<file path="config.mk">
export PLATFORM = sky130hd
export DESIGN_NAME = ps2_keyboard_rx
export DESIGN_NICKNAME = d
export VERILOG_FILES = /design/src/rtl/ps2_keyboard_rx.sv
export SDC_FILE = /design/constraint.sdc
export NUM_CORES = 1
export LEC_CHECK = 0
export BUFFER_PORTS_ARGS = -buffer_cell sky130_fd_sc_hd__buf_2
export CAP_MARGIN = 10
export CORE_MARGIN = 8
export CORE_UTILIZATION = 30
export DETAILED_ROUTE_END_ITERATION = 10
export GPL_TIMING_DRIVEN = 0
export PLACE_DENSITY_LB_ADDON = 0.25
export RECOVER_POWER = 25
export SYNTH_ARGS = -nofsm -noshare
export SYNTH_HDL_FRONTEND = slang
export SYNTH_SLANG_ARGS = --single-unit
</file>
<file path="constraint.sdc">
create_clock -name clock -period 6.7 [get_ports clock]
set_input_delay 0 -clock clock [delete_from_list [all_inputs] [get_ports clock]]
set_output_delay 0 -clock clock [all_outputs]
set_load 0.02 [all_outputs]
</file>
<file path="src/rtl/ps2_keyboard_rx.sv">
// PS/2 set-2 keyboard receiver: frames bits, decodes scan codes to ASCII, writes the char FIFO.
// Optional build macro PS2_CAPSLOCK_EN adds a Caps Lock toggle on make code 0x58.
module ps2_keyboard_rx #(
  parameter int FILTER_LEN     = 8,
  parameter int TIMEOUT_CYCLES = 100000
) (
  input  logic       clock,
  input  logic       reset,
  input  logic       ps2_clk,
  input  logic       ps2_data,
  input  logic       fifo_full,
  output logic       fifo_wr_en,
  output logic [7:0] fifo_wr_data,
  output logic       frame_error,
  output logic [7:0] drop_count
);

  localparam int FW = $clog2(FILTER_LEN + 1);
  localparam int TW = $clog2(TIMEOUT_CYCLES + 1);

  typedef enum logic [1:0] {IDLE, RECV, CHECK} state_t;

  logic [1:0]    clk_sync;
  logic [1:0]    dat_sync;
  logic          clk_s;
  logic          dat_s;
  logic          filt;
  logic [FW-1:0] filt_cnt;
  logic          strobe;

  state_t        state;
  state_t        state_n;
  logic [3:0]    bit_cnt;
  logic [9:0]    sh;
  logic [TW-1:0] tcnt;
  logic          timeout;
  logic          frame_ok;

  logic          byte_vld;
  logic [7:0]    byte_q;
  logic          brk;
  logic          ext;
  logic          shift;
  logic          case_flag;
  logic [9:0]    lk;
  logic          emit_q;
  logic [7:0]    emit_char;
  logic [7:0]    last_data;

  assign clk_s = clk_sync[1];
  assign dat_s = dat_sync[1];

  always_ff @(posedge clock) begin
    if (reset) begin
      clk_sync <= 2'b11;
      dat_sync <= 2'b11;
    end else begin
      clk_sync <= {clk_sync[0], ps2_clk};
      dat_sync <= {dat_sync[0], ps2_data};
    end
  end

  // Level flips only after FILTER_LEN differing samples in a row; strobe marks a 1->0 flip.
  always_ff @(posedge clock) begin
    if (reset) begin
      filt     <= 1'b1;
      filt_cnt <= '0;
      strobe   <= 1'b0;
    end else begin
      strobe <= 1'b0;
      if (clk_s == filt) begin
        filt_cnt <= '0;
      end else if (filt_cnt == FW'(FILTER_LEN - 1)) begin
        filt     <= clk_s;
        filt_cnt <= '0;
        strobe   <= filt;
      end else begin
        filt_cnt <= filt_cnt + 1'b1;
      end
    end
  end

  assign timeout  = (state == RECV) && !strobe &&
                    (tcnt == TW'(TIMEOUT_CYCLES - 1));
  assign frame_ok = (^sh[8:0]) && sh[9];

  always_ff @(posedge clock) begin
    if (reset) state <= IDLE;
    else       state <= state_n;
  end

  always_comb begin
    state_n = state;
    case (state)
      IDLE:  if (strobe && !dat_s) state_n = RECV;
      RECV: begin
        if (strobe && bit_cnt == 4'd9) state_n = CHECK;
        else if (timeout)              state_n = IDLE;
      end
      CHECK: state_n = IDLE;
      default: state_n = IDLE;
    endcase
  end

  always_ff @(posedge clock) begin
    if (reset) begin
      bit_cnt     <= '0;
      sh          <= '0;
      tcnt        <= '0;
      byte_vld    <= 1'b0;
      byte_q      <= '0;
      frame_error <= 1'b0;
    end else begin
      if (state == IDLE && strobe && !dat_s) begin
        bit_cnt <= '0;
        tcnt    <= '0;
      end else if (state == RECV) begin
        if (strobe) begin
          sh      <= {dat_s, sh[9:1]};
          bit_cnt <= bit_cnt + 1'b1;
          tcnt    <= '0;
        end else begin
          tcnt <= tcnt + 1'b1;
        end
      end
      byte_vld    <= (state == CHECK) && frame_ok;
      byte_q      <= sh[7:0];
      frame_error <= timeout || ((state == CHECK) && !frame_ok);
    end
  end

  // Returns {mapped, is_letter, ascii}.
  function automatic logic [9:0] lookup(input logic [7:0] c);
    logic [9:0] r;
    r = '0;
    case (c)
      8'h1C: r = {2'b11, 8'h61};
      8'h32: r = {2'b11, 8'h62};
      8'h21: r = {2'b11, 8'h63};
      8'h23: r = {2'b11, 8'h64};
      8'h24: r = {2'b11, 8'h65};
      8'h2B: r = {2'b11, 8'h66};
      8'h34: r = {2'b11, 8'h67};
      8'h33: r = {2'b11, 8'h68};
      8'h43: r = {2'b11, 8'h69};
      8'h3B: r = {2'b11, 8'h6A};
      8'h42: r = {2'b11, 8'h6B};
      8'h4B: r = {2'b11, 8'h6C};
      8'h3A: r = {2'b11, 8'h6D};
      8'h31: r = {2'b11, 8'h6E};
      8'h44: r = {2'b11, 8'h6F};
      8'h4D: r = {2'b11, 8'h70};
      8'h15: r = {2'b11, 8'h71};
      8'h2D: r = {2'b11, 8'h72};
      8'h1B: r = {2'b11, 8'h73};
      8'h2C: r = {2'b11, 8'h74};
      8'h3C: r = {2'b11, 8'h75};
      8'h2A: r = {2'b11, 8'h76};
      8'h1D: r = {2'b11, 8'h77};
      8'h22: r = {2'b11, 8'h78};
      8'h35: r = {2'b11, 8'h79};
      8'h1A: r = {2'b11, 8'h7A};
      8'h45: r = {2'b10, 8'h30};
      8'h16: r = {2'b10, 8'h31};
      8'h1E: r = {2'b10, 8'h32};
      8'h26: r = {2'b10, 8'h33};
      8'h25: r = {2'b10, 8'h34};
      8'h2E: r = {2'b10, 8'h35};
      8'h36: r = {2'b10, 8'h36};
      8'h3D: r = {2'b10, 8'h37};
      8'h3E: r = {2'b10, 8'h38};
      8'h46: r = {2'b10, 8'h39};
      8'h29: r = {2'b10, 8'h20};
      8'h5A: r = {2'b10, 8'h0D};
      8'h66: r = {2'b10, 8'h08};
      default: r = '0;
    endcase
    return r;
  endfunction

  assign lk = lookup(byte_q);

`ifdef PS2_CAPSLOCK_EN
  logic caps_lock;
  assign case_flag = shift ^ caps_lock;

  always_ff @(posedge clock) begin
    if (reset)
      caps_lock <= 1'b0;
    else if (byte_vld && !brk && !ext && byte_q == 8'h58)
      caps_lock <= ~caps_lock;
  end
`else
  assign case_flag = shift;
`endif

  always_ff @(posedge clock) begin
    if (reset) begin
      brk       <= 1'b0;
      ext       <= 1'b0;
      shift     <= 1'b0;
      emit_q    <= 1'b0;
      emit_char <= '0;
    end else begin
      emit_q <= 1'b0;
      if (byte_vld) begin
        if (byte_q == 8'hF0) begin
          brk <= 1'b1;
        end else if (byte_q == 8'hE0) begin
          ext <= 1'b1;
        end else if (brk) begin
          if (!ext && (byte_q == 8'h12 || byte_q == 8'h59))
            shift <= 1'b0;
          brk <= 1'b0;
          ext <= 1'b0;
        end else begin
          ext <= 1'b0;
          if (!ext && (byte_q == 8'h12 || byte_q == 8'h59))
            shift <= 1'b1;
          if (ext) begin
            if (byte_q == 8'h5A) begin
              emit_q    <= 1'b1;
              emit_char <= 8'h0D;
            end
          end else if (lk[9]) begin
            emit_q    <= 1'b1;
            emit_char <= (lk[8] && case_flag) ? lk[7:0] - 8'h20 : lk[7:0];
          end
        end
      end
    end
  end

  assign fifo_wr_en   = emit_q && !fifo_full;
  assign fifo_wr_data = fifo_wr_en ? emit_char : last_data;

  always_ff @(posedge clock) begin
    if (reset) begin
      last_data  <= '0;
      drop_count <= '0;
    end else begin
      if (fifo_wr_en)
        last_data <= emit_char;
      if (emit_q && fifo_full && drop_count != 8'hFF)
        drop_count <= drop_count + 1'b1;
    end
  end

endmodule

</file>
==> results of run 1 <==
-- final cells by class --
cell class,count,area [um^2]
Sequential cell,89,1780
Tap cell,184,230
Clock buffer,12,256
Fill cell,1498,9450
Buffer,30,115
Inverter,23,86.3
Clock inverter,3,40.0
Multi-Input combinational cell,370,2520
Timing Repair Buffer,23,114
-- metal layers --
layer	GRT usage [%]	part of all wire, %	wire, um
met2	17.9	43	5030
met5	0	0	0
met3	2.23	5.7	662
met1	15.9	49	5720
met4	6.46	2.5	296
-- registers in the layout, summed over array words and instances, names as in the netlist, named ones only --
name / flops
ext: 1
frame_error: 1
dat_sync: 2
case_flag: 1
bit_cnt: 4
state: 2
byte_q: 8
byte_vld: 1
emit_q: 1
filt_cnt: 4
tcnt: 17
last_data: 8
emit_char: 8
brk: 1
sh: 10
filt: 1
drop_count: 8
clk_sync: 2
strobe: 1
-- timing repair --
item / 4_1_cts / 5_1_grt
hold buffers: 2 / 0
endpoints found under the setup margin: 0 / 0
hold endpoints to repair: 2 / 0
-- worst max-delay path, stage by stage (launching register included) --
cell and delay (ns):
dfxtp_1 0.51, clkbuf_1 0.48, nor2b_1 0.40, ha_1 0.21
clkbuf_1 0.35, nor2b_1 0.39, o21ai_1 0.16, o2111a_1 0.17
o32ai_1 0.38
-- power groups by stage --
| stage | clock network [W] | registers (W) | logic (W) |
|---|---|---|---|
| after detailed placement | 0 | 0.000543 | 0.0000163 |
| after floorplan | 0 | 0.000543 | 0.00000958 |
| after global routing | 0.000533 | 0.000531 | 0.0000187 |
| after CTS | 0.000516 | 0.000531 | 0.0000172 |
| final | 0.000500 | 0.000531 | 0.0000171 |
| after global placement | 0 | 0.000543 | 0.0000162 |
-- final timing paths --
check | cells after the start | endpoint
worst max-delay path | 8 | flip-flop
worst min-delay path | 3 | drop_count[2]
worst max register to register | 8 | flip-flop
worst min register to register | 1 | clk_sync[1]
-- cell usage in the layout (no fill, tap or decap), types with 14 or more instances in the layout --
| cell | count |
|---|---|
| nand4_1 | 14 |
| ha_1 | 14 |
| nand2_1 | 31 |
| dfxtp_1 | 89 |
| nand3_1 | 14 |
| xor2_1 | 14 |
| buf_2 | 14 |
| clkbuf_1 | 35 |
| a21oi_1 | 41 |
| nor2b_1 | 15 |
| inv_1 | 19 |
| nor2_1 | 34 |
-- cell families (layout without fill, tap and decap cells) --
group           count (synthesis)  count (layout)  synth area share (%)
mux                            14              14                  3.64
simple gates                  191             191                  24.2
buf+inv                        53              91                  4.47
compound gates                128             128                  19.2
fa+ha+maj                      14              14                  3.89
xor+xnor                       23              23                  5.09
flops                          89              89                  39.6
-- through the flow --
step / hold WS [ns] / setup WS, ns
after floorplan: 0.0971 / 4.50
after global placement: 0.181 / 3.65
after detailed placement: 0.185 / 3.69
after CTS: 0.00940 / 3.66
after global routing: 0.0550 / 3.49
final: 0.0294 / 3.51
==> flow_metrics.env, run 1 <==
export IMPL_status="completed"
export IMPL_power_density_nw_per_um2=204
export IMPL_ctsLongestPathBuffers=2
export IMPL_p_clk_share_pct=47.7
export IMPL_dp_cells=717
export IMPL_num_rows=44
export IMPL_fin_util_pct=35.2
export IMPL_antenna_found_initial=0
export IMPL_end_kind="flip-flop"
export IMPL_synth_cells_most_frequent="89 x dfxtp_1, 41 x a21oi_1, 34 x nor2_1"
export IMPL_seq_area_frac_synth_pct=39.6
export IMPL_post_route_cell_area_um2=5140
export IMPL_root_buffer="clkbuf_16"
export IMPL_grt_max_degree=14
export IMPL_initial_core_util_pct=30.9
export IMPL_rrSetupSlack_ns=3.51
export IMPL_path_clk_slew_ns=0.06
export IMPL_final_setup_skew_ns=0.00773
export IMPL_clk_insertion_delay_late_ns=0.34
export IMPL_dieArea_um2=19200
export IMPL_max_cap_viol_count=0
export IMPL_cts_htree_levels=3
export IMPL_routed_wl_mm=11.7
export IMPL_setup_viol=0
export IMPL_avgSynthCellArea_um2=8.79
export IMPL_diodes=0
export IMPL_cts_setup_buffers=0
export IMPL_synth_seq_cells=89
export IMPL_relSlewSlack_pct=42.7
export IMPL_synth_edff_count=0
export IMPL_power_leakage_nw=1.84
export IMPL_hold_class="in2reg"
export IMPL_finalCriticalPeriod_ns=3.19
export IMPL_vdd_ir_drop_max_mv=0.117
export IMPL_cts_resized=0
export IMPL_die_w_um=139
export IMPL_layoutNonFillerInstCount=734
export IMPL_place_congestion=0.908
export IMPL_cts_sinks=89
export IMPL_dp_final_hpwl_mm=8.49
export IMPL_internal_power_w=0.000841
export IMPL_wl_per_cell_um=15.9
export IMPL_viasPerCell=5.32
export IMPL_synth_area_leaders="dfxtp_1 40%, a21oi_1 4.6%, ha_1 3.9%"
export IMPL_grt_ovfl_total=0
export IMPL_synthFlopType="dfxtp_1"
export IMPL_place_area_um2=4840
export IMPL_synth_nets=531
export IMPL_synthCells=512
export IMPL_combPwrFrac_pct=1.6
export IMPL_synth_warnings=0
export IMPL_worstSetupStartpoint="sh[1]"
export IMPL_core_area_um2=14600
export IMPL_fin_total_pwr_w=0.00105
export IMPL_max_freq_mhz=314
export IMPL_async_flop_share_pct=0
export IMPL_worst_setup_path_start_kind="flip-flop"
export IMPL_synth_top_area_share_pct=39.6
export IMPL_arrival_ns=3.38
export IMPL_drtIter0Drc=312
export IMPL_worst_pin_slew_ns=0.853
export IMPL_num_vias=3908
export IMPL_p_switching_w=0.000207
export IMPL_grt_usage_pct=12.0
export IMPL_hold_viol_final=0
export IMPL_drv_slew=0
export IMPL_drc=0
export IMPL_layout_drive_gt1_share_pct=7.27
export IMPL_setup_tns_ns=0
export IMPL_cp_required_ns=6.89
export IMPL_pin_count=23
export IMPL_cts_tree="yes"
export IMPL_pwr_share_seq_pct=50.7
export IMPL_synth_area_leader_cell="dfxtp_1"
export IMPL_final_net_count=565
export IMPL_fp_dieH_um=139
export IMPL_grt_pass1_vias=3729
export IMPL_firstDrtPassIters=5
export IMPL_swShare_pct=19.8
export IMPL_fin_crit_sh_pct=47.6
export IMPL_path_max_fanout=10
export IMPL_rsz0062_at_grt="false"
export IMPL_drtAntennaViolNets=0
export IMPL_grt_pass1_wl_mm=19.2
export IMPL_cts_buffers=9
export IMPL_yosysMostFrequentCell="dfxtp_1"
export IMPL_min_delay_start="fifo_full"
export IMPL_syn_area_um2=4500
export IMPL_worstSetupPathType="reg2reg"
export IMPL_port_buffer_count=21
export IMPL_ys_types=68
export IMPL_r2r_start="sh[1]"
export IMPL_areaGrowthSynthToFinish_pct=14.2
Power figures use the tool's default switching activity.
==> run 2: changes to the inputs <==
==> constraint.sdc (replaced) <==
create_clock -name clock -period 3.2 [get_ports clock]
set_input_delay 0 -clock clock [delete_from_list [all_inputs] [get_ports clock]]
set_output_delay 0 -clock clock [all_outputs]
set_load 0.02 [all_outputs]
==> flow_metrics.env, run 2 (synthesis gave the netlist of run 1 again) <==
export IMPL_status="completed"
export IMPL_combPwrFrac_pct=1.6
export IMPL_power_density_nw_per_um2=427
export IMPL_p_switching_w=0.000436
export IMPL_internal_power_w=0.00176
export IMPL_grt_pass1_wl_mm=19.2
export IMPL_path_clk_slew_ns=0.06
export IMPL_swShare_pct=19.9
export IMPL_vdd_ir_drop_max_mv=0.248
export IMPL_die_w_um=139
export IMPL_fp_dieH_um=139
export IMPL_final_setup_skew_ns=0.00870
export IMPL_dieArea_um2=19200
export IMPL_final_net_count=565
export IMPL_p_clk_share_pct=47.8
export IMPL_pwr_share_seq_pct=50.6
export IMPL_path_max_fanout=10
export IMPL_port_buffer_count=21
export IMPL_arrival_ns=3.22
export IMPL_root_buffer="clkbuf_16"
export IMPL_largest_register_ffs=17
export IMPL_viasPerCell=5.35
export IMPL_wl_per_cell_um=16.0
export IMPL_hold_worst_slack_ns=0.0272
export IMPL_drtAntennaViolNets=0
export IMPL_grt_max_degree=14
export IMPL_cp_required_ns=3.44
export IMPL_hold_viol_final=0
export IMPL_grt_pass1_vias=3729
export IMPL_ctsLongestPathBuffers=2
export IMPL_worst_setup_path_start_kind="flip-flop"
export IMPL_layout_commonest_cell="dfxtp_1"
export IMPL_cts_buffers=9
export IMPL_pin_count=23
export IMPL_fin_util_pct=35.3
export IMPL_drtIter0Drc=340
export IMPL_drc=0
export IMPL_diodes=0
export IMPL_areaGrowthSynthToFinish_pct=14.3
export IMPL_num_rows=44
export IMPL_fin_total_pwr_w=0.00220
export IMPL_max_cap_viol_count=0
export IMPL_drv_slew=0
export IMPL_grt_usage_pct=12.0
export IMPL_cts_tree="yes"
export IMPL_initial_core_util_pct=30.9
export IMPL_cts_sinks=89
export IMPL_rsz0062_at_grt="false"
export IMPL_setup_tns_ns=0
export IMPL_layout_drive_gt1_share_pct=7.45
export IMPL_hold_class="in2reg"
export IMPL_worstSetupPathType="reg2reg"
export IMPL_clk_insertion_delay_late_ns=0.34
export IMPL_fin_ws_ns=0.218
export IMPL_worst_pin_slew_ns=0.853
export IMPL_pre_cts_slack_ns=0.195
export IMPL_dp_final_hpwl_mm=8.49
export IMPL_firstDrtPassIters=5
export IMPL_core_area_um2=14600
export IMPL_max_freq_mhz=335
export IMPL_routed_wl_mm=11.7
export IMPL_antenna_found_initial=0
export IMPL_relSlewSlack_pct=42.7
export IMPL_top_regs="tcnt (17), sh (10)"
export IMPL_final_cell_mix="89 x dfxtp_1, 41 x a21oi_1, 34 x clkbuf_1, 34 x nor2_1, 31 x nand2_1"
export IMPL_grt_ovfl_total=0
export IMPL_place_congestion=0.908
export IMPL_finalCriticalPeriod_ns=2.98
export IMPL_power_leakage_nw=1.85
export IMPL_num_vias=3924
export IMPL_cts_setup_buffers=0
export IMPL_top_register="tcnt"
export IMPL_end_kind="flip-flop"
export IMPL_fin_crit_sh_pct=93.2
export IMPL_cts_htree_levels=3
export IMPL_setup_viol=0
==> run 2: changes by cell type in the layout (fill, tap and decap cells not counted) <==
cell / previous run / this run
clkbuf_2: 0 / 1
clkbuf_1: 35 / 34
==> run 2: per-stage QoR <==
stage | cells | cell area, um^2
5_1_grt | 734 | 5140
4_1_cts | 734 | 5150
6_report | 734 | 5140
3_5_place_dp | 717 | 4840
2_1_floorplan | 512 | 4500
3_3_place_gp | 717 | 4840
==> run 2: critical path, stage by stage, from the launching register on <==
cell	delay, ns
dfxtp_1	0.36
clkbuf_1	0.48
nor2b_1	0.42
ha_1	0.21
clkbuf_1	0.42
nand2_1	0.28
a2111oi_0	0.42
o211ai_1	0.15
o211ai_1	0.16
==> run 2: final cells by class <==
cell class	instances	area (um^2)
Fill cell	1499	9450
Multi-Input combinational cell	370	2520
Sequential cell	89	1780
Clock buffer	12	256
Tap cell	184	230
Buffer	30	116
Timing Repair Buffer	23	114
Inverter	23	86.3
Clock inverter	3	40.0
==> run 2: power by group through the flow <==
stage / Sequential [W] / Clock, W / Combinational (W)
floorplan: 0.00114 / 0 / 0.0000201
global placement: 0.00114 / 0 / 0.0000340
detailed placement: 0.00114 / 0 / 0.0000342
CTS: 0.00111 / 0.00108 / 0.0000361
global route: 0.00111 / 0.00112 / 0.0000392
finish: 0.00111 / 0.00105 / 0.0000358
==> run 2: final timing paths <==
| check | from | end | slack (ns) | cells past startpoint |
|---|---|---|---|---|
| worst min register to register | clk_sync[0] | clk_sync[1] | 0.40 | 1 |
| worst max register to register | sh[0] | flip-flop | 0.22 | 8 |
| worst max-delay path | sh[0] | flip-flop | 0.22 | 8 |
| worst min-delay path | fifo_full | drop_count[2] | 0.03 | 3 |
==> run 2: timing repair <==
| item | 4_1_cts | 5_1_grt |
|---|---|---|
| setup endpoints to repair | 0 | 1 |
| hold buffers | 2 | 0 |
| resized for setup | 0 | 2 |
| endpoints found under the hold margin | 2 | 0 |
==> run 2: metal layers <==
| layer | routed length (um) | track usage [%] | share of wire, % | up-vias |
|---|---|---|---|---|
| met5 | 0 | 0 | 0 | - |
| met4 | 375 | 6.46 | 3.2 | 0 |
| met3 | 632 | 2.23 | 5.4 | 29 |
| met2 | 4940 | 17.9 | 42 | 127 |
| met1 | 5780 | 15.9 | 49 | 1840 |
| li1 | - | - | - | 1928 |
